File: src/rtl/atm_session_arbiter.sv
// Round-robin arbiter/sequencer sharing one ATM transaction core among N requesters.
// Optional per-account failure lockout enabled by defining ATM_ARB_LOCKOUT_EN.
module atm_session_arbiter #(
  parameter int unsigned N          = 4,
  parameter int unsigned TXN_CYCLES = 4,
  parameter int unsigned ACCOUNTS   = 10,
  localparam int unsigned IDW       = $clog2(N)
) (
  input  logic              clk,
  input  logic              rst,
  input  logic [N-1:0]      req,
  input  logic [3*N-1:0]    req_op,
  input  logic [4*N-1:0]    req_acc,
  input  logic [16*N-1:0]   req_pin,
  input  logic [16*N-1:0]   req_newpin,
  input  logic [32*N-1:0]   req_amount,
  input  logic [N-1:0]      req_lang,
  output logic [N-1:0]      gnt,
  output logic              busy,
  output logic              rsp_valid,
  output logic [IDW-1:0]    rsp_id,
  output logic [31:0]       rsp_balance,
  output logic              rsp_success,
  output logic              rsp_locked,
  output logic              core_rst_n,
  output logic [2:0]        core_op,
  output logic [3:0]        core_acc,
  output logic [15:0]       core_pin,
  output logic [15:0]       core_newpin,
  output logic [31:0]       core_amount,
  output logic              core_lang,
  input  logic [31:0]       core_balance,
  input  logic              core_success
);

  localparam int unsigned CW = $clog2(TXN_CYCLES + 1);

  if (N < 2 || N > 8 || ACCOUNTS > 15 || TXN_CYCLES < 1) begin : g_bad_cfg
    $error("atm_session_arbiter: unsupported parameter set");
  end

  typedef enum logic [1:0] {IDLE, LOAD, RUN, DONE} state_t;

  state_t          state_q, state_d;
  logic [IDW-1:0]  last_q, last_d, cur_id_q, cur_id_d, winner_c, idx_c;
  logic [CW-1:0]   cnt_q, cnt_d;
  logic [N-1:0]    gnt_d;
  logic            busy_d, rsp_valid_d, rsp_success_d, rsp_locked_d, core_rst_n_d, core_lang_d;
  logic [IDW-1:0]  rsp_id_d;
  logic [31:0]     rsp_balance_d, core_amount_d;
  logic [2:0]      core_op_d;
  logic [3:0]      core_acc_d;
  logic [15:0]     core_pin_d, core_newpin_d;

  // First requester after the last winner, wrapping; the lowest offset wins
  always_comb begin
    winner_c = last_q;
    idx_c    = '0;
    for (int i = N; i >= 1; i--) begin
      idx_c = IDW'((int'(last_q) + i) % N);
      if (req[idx_c]) winner_c = idx_c;
    end
  end

`ifdef ATM_ARB_LOCKOUT_EN
  logic [1:0] fail_cnt [1:ACCOUNTS];
  logic       locked_c;

  always_comb begin
    locked_c = 1'b0;
    for (int a = 1; a <= ACCOUNTS; a++)
      if (core_acc == 4'(a) && fail_cnt[a] == 2'd3) locked_c = 1'b1;
  end

  // Failure counters follow the outcome presented in DONE
  always_ff @(posedge clk) begin
    if (rst) begin
      for (int a = 1; a <= ACCOUNTS; a++) fail_cnt[a] <= 2'd0;
    end else if (state_q == DONE) begin
      for (int a = 1; a <= ACCOUNTS; a++) begin
        if (core_acc == 4'(a)) begin
          if (rsp_success)               fail_cnt[a] <= 2'd0;
          else if (fail_cnt[a] != 2'd3)  fail_cnt[a] <= fail_cnt[a] + 2'd1;
        end
      end
    end
  end
`endif

  // Next state and next registered outputs
  always_comb begin
    state_d       = state_q;
    last_d        = last_q;
    cur_id_d      = cur_id_q;
    cnt_d         = cnt_q;
    gnt_d         = '0;
    rsp_valid_d   = 1'b0;
    rsp_id_d      = rsp_id;
    rsp_balance_d = rsp_balance;
    rsp_success_d = rsp_success;
    rsp_locked_d  = rsp_locked;
    core_rst_n_d  = 1'b0;
    core_op_d     = core_op;
    core_acc_d    = core_acc;
    core_pin_d    = core_pin;
    core_newpin_d = core_newpin;
    core_amount_d = core_amount;
    core_lang_d   = core_lang;
    case (state_q)
      IDLE, DONE: begin
        if (|req) begin
          state_d         = LOAD;
          last_d          = winner_c;
          cur_id_d        = winner_c;
          gnt_d[winner_c] = 1'b1;
          core_op_d       = req_op[3*int'(winner_c) +: 3];
          core_acc_d      = req_acc[4*int'(winner_c) +: 4];
          core_pin_d      = req_pin[16*int'(winner_c) +: 16];
          core_newpin_d   = req_newpin[16*int'(winner_c) +: 16];
          core_amount_d   = req_amount[32*int'(winner_c) +: 32];
          core_lang_d     = req_lang[winner_c];
        end else begin
          state_d = IDLE;
        end
      end
      LOAD: begin
`ifdef ATM_ARB_LOCKOUT_EN
        if (locked_c) begin
          state_d       = DONE;
          rsp_valid_d   = 1'b1;
          rsp_id_d      = cur_id_q;
          rsp_balance_d = '0;
          rsp_success_d = 1'b0;
          rsp_locked_d  = 1'b1;
        end else
`endif
        begin
          state_d      = RUN;
          cnt_d        = '0;
          core_rst_n_d = 1'b1;
        end
      end
      RUN: begin
        if (cnt_q == CW'(TXN_CYCLES - 1)) begin
          state_d       = DONE;
          rsp_valid_d   = 1'b1;
          rsp_id_d      = cur_id_q;
          rsp_balance_d = core_balance;
          rsp_success_d = core_success;
          rsp_locked_d  = 1'b0;
        end else begin
          cnt_d        = cnt_q + CW'(1);
          core_rst_n_d = 1'b1;
        end
      end
      default: state_d = IDLE;
    endcase
    busy_d = (state_d != IDLE);
  end

  always_ff @(posedge clk) begin
    if (rst) begin
      state_q     <= IDLE;
      last_q      <= IDW'(N - 1);
      cur_id_q    <= '0;
      cnt_q       <= '0;
      gnt         <= '0;
      busy        <= 1'b0;
      rsp_valid   <= 1'b0;
      rsp_id      <= '0;
      rsp_balance <= '0;
      rsp_success <= 1'b0;
      rsp_locked  <= 1'b0;
      core_rst_n  <= 1'b0;
      core_op     <= '0;
      core_acc    <= '0;
      core_pin    <= '0;
      core_newpin <= '0;
      core_amount <= '0;
      core_lang   <= 1'b0;
    end else begin
      state_q     <= state_d;
      last_q      <= last_d;
      cur_id_q    <= cur_id_d;
      cnt_q       <= cnt_d;
      gnt         <= gnt_d;
      busy        <= busy_d;
      rsp_valid   <= rsp_valid_d;
      rsp_id      <= rsp_id_d;
      rsp_balance <= rsp_balance_d;
      rsp_success <= rsp_success_d;
      rsp_locked  <= rsp_locked_d;
      core_rst_n  <= core_rst_n_d;
      core_op     <= core_op_d;
      core_acc    <= core_acc_d;
      core_pin    <= core_pin_d;
      core_newpin <= core_newpin_d;
      core_amount <= core_amount_d;
      core_lang   <= core_lang_d;
    end
  end

endmodule

File: config.mk
export PLATFORM = sky130hd
export DESIGN_NAME = atm_session_arbiter
export DESIGN_NICKNAME = d
export VERILOG_FILES = /design/src/rtl/atm_session_arbiter.sv
export SDC_FILE = /design/constraint.sdc
export NUM_CORES = 1
export LEC_CHECK = 0
export CELL_PAD_IN_SITES_DETAIL_PLACEMENT = 0
export CELL_PAD_IN_SITES_GLOBAL_PLACEMENT = 1
export CORE_MARGIN = 2
export CORE_UTILIZATION = 27
export CTS_CLUSTER_SIZE = 16
export DETAILED_ROUTE_END_ITERATION = 7
export MAX_ROUTING_LAYER = met4
export PLACE_DENSITY_LB_ADDON = 0.2
export SLEW_MARGIN = 20
export SYNTH_ARGS = -nofsm -noshare
export SYNTH_HDL_FRONTEND = slang
export SYNTH_SLANG_ARGS = --single-unit
File: constraint.sdc
create_clock -name clk -period 2.63 [get_ports clk]
set_clock_uncertainty 0.2 [all_clocks]
set_input_delay 0.526 -clock clk [delete_from_list [all_inputs] [get_ports clk]]
set_output_delay 0.526 -clock clk [all_outputs]
set_load 0.03 [all_outputs]
Word-level counts from Yosys, hierarchy flattened. Index checks and enable logic that the tools add are counted.

Add/sub/neg operators: 5. $mul: 1. Div/mod/pow operators: 0. Magnitude comparators: 6. Eq/ne operators: 5. Shift-type cells: 5. Mux-type cells: 24. Bitwise operators: 3. Reduce and logical (&&, ||, !) cells: 11.

Operators by type and width (count): $shiftx 128x8->32 (1); $shiftx 64x7->16 (2); $shiftx 16x5->4 (1); $lt 2x3->1 const B (5); $shiftx 12x5->3 (1); $bmux 1 s2 (5); $mux 2 (5); $mux 1 (9); $pmux 2 s3 (1); $pmux 3 s2 (1); $reduce_and 2->1 (3); $add 2x1->2 const B (2); $add 2x2->2 const B (2); $eq 2x2->1 const B (2); $mul 2x2->4 const A (1); $reduce_bool 2->1 (2); $reduce_or 2->1 (2); $reduce_or 4->1 (1); $add 3x1->3 const B (1); $eq 3x2->1 const B (1); $mux 3 (1); $not 1->1 (3); $reduce_or 3->1 (1); $demux 1 s2 (1); 6 further kinds (6).

Flip-flop bits (word level): 123. Latch bits: 0. Memory bits (writable): 0. Memory bits (read-only): 0. Input bits: 327. Output and inout port bits: 115. Word-level logic and storage cells: 77. Memories: 0.

Depth between registers and ports, before layout. Gate-level depths: netlist of run 1.

Word-level depth: 11. Depth in mapped cells: 10. Mapped depth without buffers: 7.

Worst setup path after synthesis of run 1. OpenSTA, ideal clock, no wires.

Path kind: input to register. Start: input port req[1]. End: register core_newpin[12]. Library setup time: 0.124 ns. Arrival time: 1.838 ns. Data required time: 2.306 ns. Setup slack: 0.468 ns. Cell stages on the path: 7. Buffers on the path: 2. Cells stage by stage: buf_2 > o41ai_4 > clkbuf_1 > a21oi_1 > nand2_1 > a2bb2oi_1 > o21ai_0.

Cells in the longest elaborated chain, start to end: 7. Elaborated cells between the ends (all ways): 15.

RTL lines: from (decl) (RTL line 11) `input logic [N-1:0] req,`; $bmux 1 s2 (RTL line 61) `if (req[idx_c]) winner_c = idx_c;`; $mux 1 (not written as such) (RTL line 61); $mux 2 (4 in series) (RTL line 61); $shiftx 64x7->16 (RTL line 119) `core_newpin_d = req_newpin[16*int'(winner_c) +: 16];`; to (signal assigned) (RTL line 197) `core_newpin <= core_newpin_d;`; to (decl) (RTL line 29) `output logic [15:0] core_newpin,`.

Parallel ways exist; a longest one is shown, timed or not. The select of a mux whose other input is x is not followed. A chain may end at the register's enable or synchronous reset.

Worst setup path in the final report of run 1.
Start: input port req[3]. End: register core_amount[1].

Cells in the longest elaborated chain, start to end: 7. Elaborated cells between the ends (all ways): 15.

RTL lines: $bmux 1 s2 (RTL line 61); $mux 1 (not written as such) (RTL line 61); $mux 2 (4 in series) (RTL line 61); $shiftx 128x8->32 (RTL line 120) `core_amount_d = req_amount[32*int'(winner_c) +: 32];`; to (signal assigned) (RTL line 198) `core_amount <= core_amount_d;`; to (decl) (RTL line 30) `output logic [31:0] core_amount,`.

Parallel ways exist; a longest one is shown, timed or not. The select of a mux whose other input is x is not followed.

==> impl_metrics.py, run 1 <==
metrics = {
    "outcome": {
        "outcome": "finished clean",
    },
    "power_and_ir_drop": {
        "ir_worst_vdd_mv": 0.499,
        "cellPowerDensity_nw_per_um2": 986,
        "power.leakage_nw": 5.62,
    },
    "synth": {
        "netlist_area_sq_um": 7840,
        "syn-mean-instance-area_sq_um": 7.49,
        "ys_ff_latch": 123,
        "synth-seq-area-share": 0.314,
        "ys.warnings.count": 0,
        "synth_nets": 1378,
        "syn_inst": 1047,
        "ys_types": 35,
    },
    "detailed_routing": {
        "route.met2.wl_microns": 16000,
        "routedWlPerCell_microns": 17.5,
        "routed_wirelength_microns": 32900,
        "wl_met3_microns": 2110,
        "first_pass_iters": 5,
        "vias": 9139,
        "highest_layer": "met4",
        "drc": 0,
        "postRouteAntennaNets": 0,
        "dr.first_iter.drc_count": 479,
        "drt-met1-wl_microns": 14000,
        "vias_per_cell": 4.86,
    },
    "sta": {
        "rsz0062_at_grt": "false",
        "slew_headroom": 0.598,
        "clock.fmax_mhz": 428,
        "fin_ws_ns": 0.293,
        "finalCriticalPeriod_ns": 2.34,
        "slew_violations": 0,
        "fin_crit_sh": 0.889,
        "finalHoldViolations": 0,
        "tightest_slew_ns": 0.602,
        "finalSetupViolations": 0,
    },
    "cells_and_area": {
        "fin_nets": 1812,
        "drive_above_1_share": 0.0743,
        "final_common_cell": "clkdlybuf4s50_1",
        "seqCellArea_sq_um": 2460,
        "nFillCells": 2768,
        "multiInputGateArea_sq_um": 4720,
        "layout_common_cells": "clkdlybuf4s50_1, nand2_1, dfxtp_1",
        "finalCoreUtilization": 0.483,
        "syn2layout_area_growth_pct": 76.2,
    },
    "clocking": {
        "postCtsHoldBufs": 0,
        "cts_setup_buffers": 0,
        "clkTransAtPathRegs_ns": 0.07,
        "cts_max_path_buffers": 2,
        "ctsResizeCount": 0,
        "clock_sinks": 123,
        "clock_latency_ns": 0.42,
        "root_buffer": "clkbuf_16",
        "htreeDepth": 4,
        "cts_tree": "done",
        "cts-buffers-inserted": 17,
    },
    "worst_setup_path": {
        "crit_start": "req[3]",
        "cp_max_fo": 23,
        "reg2reg_depth": 6,
        "cp-start-kind": "input port",
        "r2r-start": "last_q[1]$_SDFFE_PP1P_",
        "arrival_ns": 2.44,
        "end_kind": "register",
        "crit_path_max_incr_delay_ns": 0.52,
        "cp.required_ns": 2.74,
        "cp-endpoint": "core_amount[1]$_SDFFE_PP0P_",
        "crit_type": "input port to register",
        "cp_cell_sequence": "clkdlybuf4s50_1 -> nand2b_1 -> o21ai_0 -> a211oi_4 -> buf_4 -> buf_12 -> mux2i_1 -> o21ai_1",
        "cp_slowest_cell": "clkdlybuf4s50_1",
        "reg2reg_slack_ns": 0.37,
        "reg2reg_to": "core_amount[1]$_SDFFE_PP0P_",
    },
    "grt": {
        "grt_first_pass_wirelength_microns": 49800,
        "grt_pass1_vias": 8812,
        "grt-ovfl-total": 0,
        "antenna_found_initial": 1,
        "grt_max_degree": 46,
        "gr-usage-all-layers": 0.215,
    },
    "min_path": {
        "min_path_type": "register to register",
    },
    "floorplanning": {
        "rows": 62,
        "io_pins": 442,
        "core-area_sq_um": 28600,
        "die_y_microns": 174,
        "die_w_microns": 174,
        "start_util": 0.274,
        "fp.dieArea_sq_um": 30400,
    },
    "place": {
        "portBuffers": 440,
        "dp.final_hpwl_microns": 24200,
        "dp_slack_ns": -0.206,
        "place_congestion": 0.831,
    },
    "flow_run": {
        "cap_violations": 0,
    },
}
-- report_power, final --
part           internal, mW  switching [mW]  leakage, nW
sequential             2.43           0.324         1.01
clock                  1.46            1.08        0.303
combinational          3.99            4.35         4.31
total                  7.87            5.76         5.62
-- registers in the layout (all words and copies together), names as in the netlist --
register and flops:
busy 1, cnt_q 3, core_acc 4, core_amount 32, core_lang 1, core_newpin 16, core_op 3, core_pin 16
core_rst_n 1, cur_id_q 2, gnt 4, last_q 2, rsp_balance 32, rsp_id 2, rsp_success 1, rsp_valid 1
state_q 2
-- worst min path at each step --
stage | to | cells past startpoint | startpoint | slack [ns]
floorplan | rsp_id[1]$_SDFFE_PP0P_ | 2 | cur_id_q[1]$_SDFFE_PP0P_ | 0.23
global placement | rsp_balance[28]$_SDFFE_PP0P_ | 2 | rsp_balance[28]$_SDFFE_PP0P_ | 0.24
detailed placement | rsp_balance[29]$_SDFFE_PP0P_ | 2 | rsp_balance[29]$_SDFFE_PP0P_ | 0.25
CTS | rsp_balance[29]$_SDFFE_PP0P_ | 2 | rsp_balance[29]$_SDFFE_PP0P_ | 0.26
global route | rsp_balance[15]$_SDFFE_PP0P_ | 2 | rsp_balance[15]$_SDFFE_PP0P_ | 0.27
finish | rsp_balance[1]$_SDFFE_PP0P_ | 2 | rsp_balance[1]$_SDFFE_PP0P_ | 0.25
-- area by class of cell --
cell class                      count  share of cell area
Timing Repair Buffer              509               0.380
Antenna cell                        1            0.000181
Clock inverter                     15              0.0141
Clock buffer                       17              0.0308
Tap cell                          384              0.0348
Inverter                           77              0.0209
Multi-Input combinational cell    753               0.341
Sequential cell                   123               0.178
-- stage by stage --
| stage | TNS [ns] | total power [mW] | cells | hold slack, ns | instance area (sq um) |
|---|---|---|---|---|---|
| after floorplan | 0 | 7.77 | 1047 | 0.232 | 7840 |
| after global placement | -2.82 | 11.1 | 1846 | 0.241 | 13200 |
| after detailed placement | -4.89 | 11.1 | 1846 | 0.246 | 13200 |
| after CTS | 0 | 13.8 | 1878 | 0.256 | 13800 |
| after global routing | 0 | 14.5 | 1879 | 0.274 | 13800 |
| final | 0 | 13.6 | 1879 | 0.254 | 13800 |
-- worst max-delay path, delay by kind of cell --
family | cells | cell delay, ns
muxes | 1 | 0.31
AOI/OAI and AO/OA | 3 | 0.54
and+or+nand+nor | 1 | 0.14
buffers and inverters | 3 | 0.92
-- layer usage --
metal,vias up,GRT usage
met3,44,0.0466
met5,-,-
met2,318,0.360
li1,4616,-
met1,4161,0.259
met4,0,0.0613
-- synth_stat cells --
cell type | n | area (sq um)
and2_1 | 2 | 12.5
o21ai_0 | 18 | 90.1
a211oi_1 | 1 | 7.51
o31ai_4 | 1 | 21.3
or2_2 | 1 | 6.26
dfxtp_1 | 123 | 2460
nor3_1 | 8 | 40.0
and2b_1 | 1 | 7.51
a22oi_1 | 2 | 15.0
o31ai_1 | 1 | 7.51
nor4_1 | 1 | 6.26
buf_1 | 3 | 11.3
nand2_1 | 221 | 830
conb_1 | 1 | 3.75
buf_2 | 16 | 80.1
o21bai_1 | 1 | 7.51
nor2b_1 | 1 | 6.26
a2bb2oi_1 | 72 | 631
inv_1 | 77 | 289
o41ai_4 | 1 | 27.5
and3_1 | 72 | 450
clkbuf_1 | 63 | 236
a221o_1 | 72 | 721
nor2_1 | 14 | 52.6
o22ai_2 | 1 | 12.5
a21oi_2 | 1 | 8.76
mux2i_1 | 72 | 721
o22ai_1 | 1 | 6.26
ha_1 | 4 | 50.1
o21ai_1 | 58 | 290
a31oi_1 | 2 | 12.5
a21boi_0 | 2 | 15.0
nand2b_1 | 7 | 43.8
a21oi_1 | 114 | 571
buf_4 | 12 | 90.1
-- kinds of logic (layout without fill, tap and decap cells) --
logic type                 after synthesis  count (layout)  synth area share
DFF                                    123             123             0.314
AOI/OAI and AO/OA                      348             348             0.312
buffers and inverters                  171             618            0.0901
adders and majority gates                4               4           0.00638
muxes                                   72              72            0.0919
and+or+nand+nor                        328             328             0.186
other                                    1               2          0.000478
(Power assumes the default switching activity.)
==> run 2, diff against run 1 <==
- CAP_MARGIN: not set -> 20
==> results of run 2 <==
Same layout as run 1: the final DEF is identical, and so are final timing and power.
==> run 3, diff against run 2 <==
- TNS_END_PERCENT: not set -> 10
==> results of run 3 <==
Same layout as run 1: the final DEF is identical, and so are final timing and power.
